$ cat src/rtl/omsp_spm_key_writer.sv
// Loads a KEY_WORDS x 16-bit key into the selected protected module, one word per strobe.
// Optional macro SPM_KEY_READBACK_EN adds a shadow copy and a read-back compare (CHECK state).
`ifndef SECURITY
`define SECURITY 64
`endif

// state  | meaning
// IDLE   | waiting for start; spm_key_select holds the last target
// SELECT | one cycle to confirm the selected module is enabled
// WRITE  | streaming key words, one per accepted handshake
// CHECK  | wait one cycle, then compare key_out with the shadow key
// FINISH | pulse done, return to IDLE
module omsp_spm_key_writer #(
  parameter int KEY_WORDS = `SECURITY/16
) (
  input  logic                   mclk,
  input  logic                   puc_rst,
  input  logic                   start,
  input  logic [15:0]            spm_id,
  input  logic                   word_valid,
  input  logic [15:0]            word_data,
  output logic                   word_ready,
  output logic [15:0]            spm_key_select,
  input  logic                   spm_key_select_valid,
  output logic                   write_key,
  output logic [15:0]            key_in,
  input  logic [0:`SECURITY-1]   key_out,
  output logic                   busy,
  output logic                   done,
  output logic                   error
);

  localparam int CW = $clog2(KEY_WORDS+1);
  localparam logic [CW-1:0] LAST = CW'(KEY_WORDS-1);
  localparam logic [CW-1:0] FULL = CW'(KEY_WORDS);

  typedef enum logic [2:0] {
    IDLE,
    SELECT,
    WRITE,
`ifdef SPM_KEY_READBACK_EN
    CHECK,
`endif
    FINISH
  } state_t;

  state_t          state, state_next;
  logic [CW-1:0]   cnt, cnt_next;
  logic [15:0]     sel_q, sel_next;
  logic            done_q, done_next;
  logic            error_q, error_next;
  logic            accept;

  // Counter bound keeps a word beyond the last one from ever being accepted.
  assign word_ready     = (state == WRITE) && spm_key_select_valid && (cnt < FULL);
  assign accept         = word_ready && word_valid;
  assign write_key      = accept;
  assign key_in         = accept ? word_data : 16'h0000;
  assign busy           = (state != IDLE);
  assign spm_key_select = sel_q;
  assign done           = done_q;
  assign error          = error_q;

`ifdef SPM_KEY_READBACK_EN
  logic [0:`SECURITY-1] shadow;
  logic                 chk_armed, chk_armed_next;

  always_ff @(posedge mclk) begin
    if (puc_rst) begin
      shadow    <= '0;
      chk_armed <= 1'b0;
    end else begin
      chk_armed <= chk_armed_next;
      for (int i = 0; i < KEY_WORDS; i++) begin
        if (accept && (cnt == CW'(i)))
          shadow[16*i +: 16] <= word_data;
      end
    end
  end
`else
  logic unused_key_out;
  assign unused_key_out = ^key_out;
`endif

  always_ff @(posedge mclk) begin
    if (puc_rst) begin
      state   <= IDLE;
      cnt     <= '0;
      sel_q   <= 16'h0000;
      done_q  <= 1'b0;
      error_q <= 1'b0;
    end else begin
      state   <= state_next;
      cnt     <= cnt_next;
      sel_q   <= sel_next;
      done_q  <= done_next;
      error_q <= error_next;
    end
  end

  always_comb begin
    state_next = state;
    cnt_next   = cnt;
    sel_next   = sel_q;
    error_next = 1'b0;
`ifdef SPM_KEY_READBACK_EN
    chk_armed_next = 1'b0;
`endif
    case (state)
      IDLE: begin
        if (start) begin
          sel_next   = spm_id;
          cnt_next   = '0;
          state_next = SELECT;
        end
      end
      SELECT: begin
        if (spm_key_select_valid) begin
          state_next = WRITE;
        end else begin
          error_next = 1'b1;
          state_next = IDLE;
        end
      end
      WRITE: begin
        if (!spm_key_select_valid) begin
          error_next = 1'b1;
          state_next = IDLE;
        end else if (accept) begin
          cnt_next = cnt + CW'(1);
          if (cnt == LAST) begin
`ifdef SPM_KEY_READBACK_EN
            state_next = CHECK;
`else
            state_next = FINISH;
`endif
          end
        end
      end
`ifdef SPM_KEY_READBACK_EN
      CHECK: begin
        // First CHECK cycle lets the module's key port settle before comparing.
        if (!chk_armed) begin
          chk_armed_next = 1'b1;
        end else if (key_out == shadow) begin
          state_next = FINISH;
        end else begin
          error_next = 1'b1;
          state_next = IDLE;
        end
      end
`endif
      FINISH: state_next = IDLE;
      default: state_next = IDLE;
    endcase
    done_next = (state_next == FINISH);
  end

endmodule
$ cat config.mk
export PLATFORM = sky130hd
export DESIGN_NAME = omsp_spm_key_writer
export DESIGN_NICKNAME = d
export VERILOG_FILES = /design/src/rtl/omsp_spm_key_writer.sv
export SDC_FILE = /design/constraint.sdc
export NUM_CORES = 1
export LEC_CHECK = 0
export ABC_AREA = 0
export CORE_MARGIN = 4
export CORE_UTILIZATION = 22
export DETAILED_ROUTE_END_ITERATION = 7
export GPL_TIMING_DRIVEN = 1
export PLACE_DENSITY = 0.85
export SLEW_MARGIN = 20
export SYNTH_ARGS = -nofsm -noshare
export SYNTH_HDL_FRONTEND = slang
export SYNTH_SLANG_ARGS = --single-unit
$ cat constraint.sdc
create_clock -name mclk -period 1.7 [get_ports mclk]
set_input_delay 0.34 -clock mclk [delete_from_list [all_inputs] [get_ports mclk]]
set_output_delay 0.34 -clock mclk [all_outputs]
set_load 0.02 [all_outputs]
# --- After elaboration in Yosys (flattened, before gate mapping) ---
# Index checks and enable logic that the tools add are counted.
op_classes:
  n_div: 0
  eq_ne: 7
  order_cmp: 1
  multipliers: 0
  n_shift: 0
  n_reduce_logical: 10
  bitwise_logic: 1
  muxes: 12
  addsub: 1
op_table:
  columns: ["cell", "n"]
  rows:
  - ["two-way mux 3 bit", 7]
  - ["two-way mux 16 bit", 1]
  - ["== test 3 x 2 -> 1 bit (second input constant)", 3]
  - ["case mux 3 bit (3 select lines)", 1]
  - ["inequality test 2 bit (second input constant)", 3]
  - ["case mux 3 bit (2 select lines)", 1]
  - ["AND reduction 4 bit", 1]
  - ["OR reduction 2 bit", 2]
  - ["adder 3 x 1 -> 3 bit (second input constant)", 1]
  - ["== test 3 x 1 -> 1 bit (second input constant)", 1]
  - ["logical AND 1 bit", 3]
  - ["zero test 3 bit", 1]
  - ["< comparator 3 bit (second input constant)", 1]
  - ["nonzero test 3 bit", 1]
  - ["two-way mux 2 bit", 1]
  - ["AND reduction 2 bit", 1]
  - ["nonzero test 2 bit", 1]
  - ["two-way mux 1 bit", 1]
  - ["NOT 1 bit", 1]
word_totals:
  mem_bits_rw: 0
  in_bits: 101
  reg_bits: 24
  mem_count: 0
  elab_cells: 37
  rom_bits: 0
  latch_bits: 0
  out_inout_bits: 37

# --- Logic depth before layout (Yosys ltp) ---
# Gate-level depths: netlist of the first run.
depth:
  depth_word: 8
  depth_mapped: 6

# --- Worst setup path before layout of the first run ---
# Ideal clock, no wire load.
synth_path:
  kind: "flip-flop to output port"
  startpoint: "register state[1]"
  endpoint: "output port key_in[10]"
  arrival_time_ps: 1374
  setup_slack_ps: -14
  path_stages_with_launch: 6
  n_path_buf: 2
  cell_sequence: "dfxtp_1 buf_2 nand4b_1 nor3_1 clkbuf_1 and2_1"
synth_between:
  elab_chain_len: 5
synth_lines:
  columns: ["item", "line", "rtl"]
  rows:
  - ["start, declared", "47", "state_t state, state_next;"]
  - ["start signal, assigned", "93", "state <= state_next;"]
  - ["== test 3 x 2 -> 1 bit", "55", "assign word_ready = (state == WRITE) && spm_key_select_valid && (cnt < FULL);"]
  - ["logical AND 1 bit (2 in series)", "55", null]
  - ["logical AND 1 bit", "56", "assign accept = word_ready && word_valid;"]
  - ["via write_key", "25", "output logic write_key,"]
  - ["two-way mux 16 bit", "58", "assign key_in = accept ? word_data : 16'h0000;"]
  - ["end, declared", "26", "output logic [15:0] key_in,"]
# The timed path passes the listed nets, and every way through them passes these cells.

# --- Worst setup path after layout of the first run ---
layout_path:
  startpoint: "register cnt[2]"
  endpoint: "output port key_in[3]"
layout_between:
  elab_chain_len: 4
layout_lines:
  columns: ["item", "line", "rtl"]
  rows:
  - ["start, declared", "48", "logic [CW-1:0] cnt, cnt_next;"]
  - ["start signal, assigned", "94", "cnt <= cnt_next;"]
  - ["< comparator 3 bit", "55", null]
  - ["logical AND 1 bit", "55", null]
  - ["logical AND 1 bit", "56", null]
  - ["two-way mux 16 bit", "58", null]
# No other way between the ends.

==> impl_metrics.csv, run 1 <==
group,metric,value,unit
logic_synthesis,synth_top_cells_by_area,"sky130_fd_sc_hd__dfxtp_1, sky130_fd_sc_hd__nand2_1, sky130_fd_sc_hd__and2_1",
sta,setup_tns,-1.20,ns
critical_path,cp_slowest_stage_delay,0.32,ns
global_routing,grt_max_degree,17,
hold_path,worst_hold_path.num_cells,2,
global_routing,first_pass_grt_wire_length,5490,um
sta,fmax,538,MHz
sta,final.setup.worst_slack,-0.160,ns
final_layout,fill_count,426,
sta,min_period_over_period,109,%
critical_path,path_depth,7,
logic_synthesis,syn_area,1050,um2
final_layout,final_layout_size_suffix_gt1_share,29.4,%
cts,holdBufCountCts,0,
cts,ctsLongestPathBuffers,2,
outcome,failed_checks,"negative setup slack",
critical_path,crit_chain,"nand4b_1, nor3_2, buf_4, buf_6, buf_4, and2_4, buf_6",
pwr,leakage_dissipation,0.000874,uW
global_routing,grt_remaining_overflow,0,
logic_synthesis,asyncSetResetFlopFracSynth,0,%
logic_synthesis,synthDominantAreaCellType,"sky130_fd_sc_hd__dfxtp_1",
detailed_routing,finalWirelength,3350,um
placed_design,gp_congestion,0.812,
critical_path,reg2reg_to,"cnt[0]",
cts,worst_setup_hold_path_clk_slew,0.08,ns
sta,period_needed,1.86,ns
floorplanning,core_footprint,4470,um2
critical_path,required,1.36,ns
placed_design,placed_cell_area,1890,um2
floorplanning,initial_core_util,23.4,%
critical_path,critPathLaunchType,"register",
floorplanning,vertical_die_dimension,77.0,um
critical_path,setup.worst_path.end_class,"primary output",
final_layout,insertedDiodeCount,0,
logic_synthesis,mean_instance_size_in_the_synthesized_netlist,8.32,um2
placed_design,dpl.hpwl,2450,um
logic_synthesis,synth_top_flop_cell,"sky130_fd_sc_hd__dfxtp_1",
outcome,run_status,"finished, violations left",
logic_synthesis,synth_edf_count,0,
logic_synthesis,netlist.area_leader.share,45.8,%
detailed_routing,post-route-drc-count,0,
floorplanning,pin_count,138,
hold_path,hold_path.class,"register to register",
job,maxCapViolCount,0,
detailed_routing,wl_per_cell,12.6,um
cts,numCtsBuffers,3,
final_layout,final_core_utilization,46.1,%
sta,clock_skew,0.00359,ns
floorplanning,floorplan.die_area,5930,um2
cts,clk-insertion-delay-late,0.26,ns
logic_synthesis,yosysSeqAreaShare,45.8,%
critical_path,critical_path.max_fanout,5,
critical_path,r2r_cells,4,
sta,grt_setup_unrepaired,"true",
logic_synthesis,post_synth_cell_types,27,
global_routing,grt_use_total,11.4,%
logic_synthesis,yosysWarningCount,0,
floorplanning,floorplan.die.width,77.0,um
global_routing,first_global_vias,1165,
critical_path,worst_path_top_cell_family_by_delay,"buffers and inverters",
hold_path,whs_endpoint,"spm_key_select[6]",
final_layout,layout-area-overhead-vs-synth,96.9,%
detailed_routing,postRouteAntennaNets,0,
detailed_routing,route.detailed.vias_per_inst,4.36,
detailed_routing,drt_first_pass_iters,4,
logic_synthesis,synthesis.instances,126,
detailed_routing,drt_iter0_markers,28,
sta,setup_violations,16,
hold_path,hold_start,"spm_key_select[6]",
critical_path,cp_num_buf_inv,4,
logic_synthesis,yosys_register_bits,24,
pwr,power_density,555,nW/um2
placed_design,numPortBuffers,73,
detailed_routing,total_via_count_in_the_routed_design,1160,
sta,final_max_slew_viol_count,0,
global_routing,grt_antenna_before_repair,0,
cts,clock_sink_count,24,
floorplanning,core.rowCount,24,
cts,clockRootBuffer,"sky130_fd_sc_hd__clkbuf_8",
critical_path,worst-endpoint-arrival,1.52,ns
cts,tritoncts,"yes",
critical_path,r2r_slack,0.12,ns
pwr,vdd.ir_drop.worst,444,uV
critical_path,regToRegStartpoint,"state[2]",
logic_synthesis,nets_in_the_synthesized_netlist,229,
critical_path,worst-setup-path-type,"register to primary output",
cts,cts.htree.levels,1,
final_layout,postLayoutCellArea,2060,um2
final_layout,layout.nets,319,
critical_path,critPathSlowestCell,"sky130_fd_sc_hd__dfxtp_2",
sta,final-hold-violation-count,0,
==> metal layers <==
layer  up-vias  routed length, um  global-route usage, %
li1        590                  -                      -
met1       510               1360                   12.5
met2        58               1630                   20.6
met3         2                337                   5.27
met4         0                 18                   1.25
met5         -                  0                      0
==> logic make-up (layout without fill, tap and decap cells) <==
family	Yosys count	count (layout)	share of synthesized area, %
AND/OR/NAND/NOR	66	66	33.1
flip-flops	24	24	45.8
AO/OA/AOI/OAI	19	19	10.0
buffers and inverters	11	99	5.49
adder cells (fa/ha/maj)	2	2	2.39
multiplexers	2	2	2.03
other	1	1	0.358
XOR/XNOR	1	1	0.835
==> worst min-delay path: cells and delay by family (launching register included) <==
| kind | cells | cell delay [ns] |
|---|---|---|
| compound gates | 1 | 0.05 |
| flops | 1 | 0.32 |
| simple gates | 1 | 0.05 |
==> layout by cell type (no fill, tap or decap), types with 2 or more instances in the layout <==
| master | count |
|---|---|
| sky130_fd_sc_hd__inv_1 | 2 |
| sky130_fd_sc_hd__and3_1 | 2 |
| sky130_fd_sc_hd__ha_1 | 2 |
| sky130_fd_sc_hd__and2_4 | 15 |
| sky130_fd_sc_hd__a21oi_1 | 16 |
| sky130_fd_sc_hd__buf_2 | 2 |
| sky130_fd_sc_hd__clkbuf_8 | 3 |
| sky130_fd_sc_hd__clkdlybuf4s50_1 | 52 |
| sky130_fd_sc_hd__nand2_1 | 34 |
| sky130_fd_sc_hd__dlygate4sd2_1 | 2 |
| sky130_fd_sc_hd__dfxtp_1 | 23 |
| sky130_fd_sc_hd__nor2_1 | 5 |
| sky130_fd_sc_hd__buf_4 | 16 |
| sky130_fd_sc_hd__buf_6 | 22 |
==> layout make-up <==
| class | count | area, um2 | share of cell area [%] |
|---|---|---|---|
| inverter | 2 | 7.51 | 0.364 |
| timing repair buffer | 94 | 916 | 44.4 |
| tap | 52 | 65.1 | 3.15 |
| clock buffer | 3 | 41.3 | 2.00 |
| sequential | 24 | 482 | 23.3 |
| multi-input combinational | 91 | 553 | 26.8 |
==> flip-flops by register name, summed over array words and instances, names as in the netlist <==
signal,count
done,1
error,1
cnt,3
spm_key_select,16
state,3
==> cell usage after synthesis (2+ instances only) <==
master,number
sky130_fd_sc_hd__ha_1,2
sky130_fd_sc_hd__nor2_1,5
sky130_fd_sc_hd__a21oi_1,16
sky130_fd_sc_hd__inv_1,2
sky130_fd_sc_hd__dfxtp_1,24
sky130_fd_sc_hd__nand2_1,34
sky130_fd_sc_hd__buf_6,2
sky130_fd_sc_hd__clkbuf_1,6
sky130_fd_sc_hd__and3_1,2
sky130_fd_sc_hd__and2_1,16
==> where the power goes <==
part | internal (uW) | total, uW | switching (uW) | leakage [uW]
logic | 134 | 224 | 90.4 | 0.000657
clock network | 158 | 329 | 171 | 0.0000216
registers | 582 | 592 | 10.3 | 0.000196
total | 874 | 1150 | 272 | 0.000874
==> worst max-delay path by stage <==
stage	start	end	slack, ns
floorplan	state[1]	key_in[0]	0.10
detailed placement	word_valid	key_in[14]	-0.69
finish	cnt[2]	key_in[3]	-0.16
global placement	spm_key_select_valid	key_in[3]	-0.65
global route	cnt[2]	key_in[3]	-0.25
CTS	cnt[2]	key_in[3]	-0.15
==> through the flow <==
step	setup WS (ns)	total power, uW	hold slack (ns)	cells
CTS	-0.150	1160	0.459	266
global route	-0.249	1200	0.481	266
finish	-0.160	1150	0.457	266
floorplan	0.102	684	0.412	126
detailed placement	-0.687	831	0.447	255
global placement	-0.650	828	0.441	255
==> repair_timing <==
action,CTS,global route
gates resized for setup,132,6
gates cloned,3,0
pin swaps,5,9
buffers inserted,5,0
endpoints found under the setup margin,19,18
Power figures use the tool's default switching activity.
==> run 2, diff against run 1 <==
--- a/config.mk
+++ b/config.mk
@@ -7,9 +7,10 @@
 export LEC_CHECK = 0
 export ABC_AREA = 0
+export CORE_ASPECT_RATIO = 1.25
 export CORE_MARGIN = 4
-export CORE_UTILIZATION = 22
+export CORE_UTILIZATION = 27
 export DETAILED_ROUTE_END_ITERATION = 7
 export GPL_TIMING_DRIVEN = 1
-export PLACE_DENSITY = 0.85
+export PLACE_DENSITY = 0.95
 export SLEW_MARGIN = 20
 export SYNTH_ARGS = -nofsm -noshare
==> constraint.sdc (replaced) <==
create_clock -name mclk -period 2.4 [get_ports mclk]
set_input_delay 0.24 -clock mclk [delete_from_list [all_inputs] [get_ports mclk]]
set_output_delay 0.24 -clock mclk [all_outputs]
set_load 0.02 [all_outputs]
==> run 2 against run 1 <==
Compared with the run above:
- the run now ends clean
- via count down 8.1%
- die area down 17%
- largest power group unchanged
- routed wire length down 13%
- final area down 11%
- total power down 31%
- worst hold slack about the same
- combinational power down 34%
- core utilization up 3.1 points
- worst setup slack better by 0.27 ns
==> impl_metrics.csv, run 2 (synthesis results as in run 1) <==
group,metric,value,unit
floorplanning,core.rowCount,25,
sta,final.setup.worst_slack,0.111,ns
job,maxCapViolCount,0,
final_layout,postLayoutCellArea,1850,um2
floorplanning,floorplan.die.width,63.7,um
pwr,leakage_dissipation,0.000721,uW
placed_design,numPortBuffers,73,
critical_path,required,2.16,ns
sta,grt_setup_unrepaired,"false",
critical_path,critPathLaunchType,"input port",
sta,final-hold-violation-count,0,
placed_design,post_place_setup_slack,0.115,ns
global_routing,grt_antenna_before_repair,0,
cts,cts.htree.levels,1,
final_layout,layout-area-overhead-vs-synth,76.1,%
final_layout,layout_commonest_cell,"sky130_fd_sc_hd__clkdlybuf4s50_1",
floorplanning,vertical_die_dimension,77.7,um
floorplanning,pin_count,138,
global_routing,first_pass_grt_wire_length,4550,um
cts,clock_sink_count,24,
pwr,sequentialPowerShare,53.0,%
final_layout,layout.nets,301,
detailed_routing,post-route-drc-count,0,
pwr,cellInternalPower,613,uW
detailed_routing,postRouteAntennaNets,0,
global_routing,grt_max_degree,21,
cts,tritoncts,"yes",
critical_path,setup.worst_path.end_class,"primary output",
final_layout,final_layout_size_suffix_gt1_share,5.10,%
hold_path,hold_path.class,"register to register",
global_routing,grt_use_total,11.4,%
detailed_routing,wl_per_cell,12.3,um
cts,postCtsSetupRepairBufs,0,
placed_design,dpl.hpwl,2260,um
detailed_routing,drt_first_pass_iters,4,
floorplanning,floorplan.die_area,4950,um2
placed_design,placed_cell_area,1800,um2
pwr,power_density,430,nW/um2
critical_path,critical_path.max_fanout,20,
critical_path,worst-setup-path-type,"input port to primary output",
cts,clockRootBuffer,"sky130_fd_sc_hd__clkbuf_8",
detailed_routing,drt_iter0_markers,76,
global_routing,grt_remaining_overflow,0,
sta,clock_skew,0.00121,ns
cts,numCtsBuffers,3,
cts,worst_setup_hold_path_clk_slew,0.08,ns
final_layout,layout.cells.most_common_list,"sky130_fd_sc_hd__clkdlybuf4s50_1, sky130_fd_sc_hd__nand2_1, sky130_fd_sc_hd__dfxtp_1",
final_layout,fill_count,360,
pwr,share_of_total_power_in_combinational_logic,18.4,%
detailed_routing,finalWirelength,2910,um
placed_design,gp_congestion,0.691,
sta,final_max_slew_viol_count,0,
floorplanning,core_footprint,3750,um2
final_layout,largest_register_ff_count,16,
sta,period_needed,2.29,ns
global_routing,first_global_vias,1044,
critical_path,worst-endpoint-arrival,2.05,ns
cts,clk-insertion-delay-late,0.25,ns
final_layout,insertedDiodeCount,0,
outcome,run_status,"finished, final reports clean",
pwr,switchingPower,182,uW
detailed_routing,total_via_count_in_the_routed_design,1066,
sta,fmax,437,MHz
sta,setup_violations,0,
sta,setup_tns,0,ns
pwr,netSwitchingFraction,22.8,%
sta,min_period_over_period,95.4,%
detailed_routing,route.detailed.vias_per_inst,4.52,
cts,holdBufCountCts,0,
pwr,p_clk_share,28.5,%
floorplanning,initial_core_util,27.9,%
pwr,vdd.ir_drop.worst,179,uV
cts,ctsLongestPathBuffers,2,
-- run 2: cell count changes in the layout (fill, tap and decap cells not counted), moves of 13 or more --
| cell | change |
|---|---|
| sky130_fd_sc_hd__clkdlybuf4s50_1 | +20 |
| sky130_fd_sc_hd__buf_4 | -13 |
| sky130_fd_sc_hd__and2_4 | -15 |
| sky130_fd_sc_hd__buf_6 | -22 |
| sky130_fd_sc_hd__and2_1 | +15 |
-- run 2: stage by stage --
step                utilization, %  power (uW)  std cells  hold WS (ns)
finish                        49.2         795        236         0.457
global route                  49.2         829        236         0.476
CTS                           49.1         811        236         0.460
detailed placement            48.0         578        233         0.448
global placement              48.0         575        233         0.442
floorplan                        -         485        126         0.312
-- run 2: worst max-delay path, stage by stage --
cell	delay, ns
sky130_fd_sc_hd__clkdlybuf4s50_1	0.53
sky130_fd_sc_hd__nand4b_1	0.11
sky130_fd_sc_hd__nor3_1	0.17
sky130_fd_sc_hd__buf_4	0.24
sky130_fd_sc_hd__and2_1	0.14
sky130_fd_sc_hd__clkdlybuf4s50_1	0.61
-- run 2: area by class of cell --
cell class,instances,area [um2],area share (%)
Inverter,2,7.51,0.407
Tap cell,40,50.0,2.71
Multi-Input combinational cell,91,510,27.6
Clock buffer,3,41.3,2.24
Timing Repair Buffer,76,756,40.9
Sequential cell,24,482,26.1
-- run 2: final timing paths --
kind | from | endpoint | slack [ns] | depth (start not counted)
max | spm_key_select_valid | key_in[11] | 0.11 | 6
min | spm_key_select[12] | spm_key_select[12] | 0.46 | 2
max reg2reg | state[2] | cnt[0] | 0.72 | 3
min reg2reg | spm_key_select[12] | spm_key_select[12] | 0.46 | 2
-- run 2: power groups by stage --
stage                     sequential, uW  combinational, uW  clock [uW]
after CTS                            422                148         241
after detailed placement             431                147           0
after floorplan                      445               39.5           0
final                                421                147         227
after global placement               430                145           0
after global routing                 424                157         248
-- run 2: routing by layer --
layer	share of wire, %	up-vias	GRT usage, %
met5	0	-	0
met4	0.93	0	5.18
met3	8.8	2	3.47
met2	50	44	20.3
met1	41	469	12.1
li1	-	551	-
-- run 2: repair_timing --
action,4_1_cts,5_1_grt
resized for setup,0,2
setup endpoints to repair,0,13
endpoints found under the hold margin,0,0
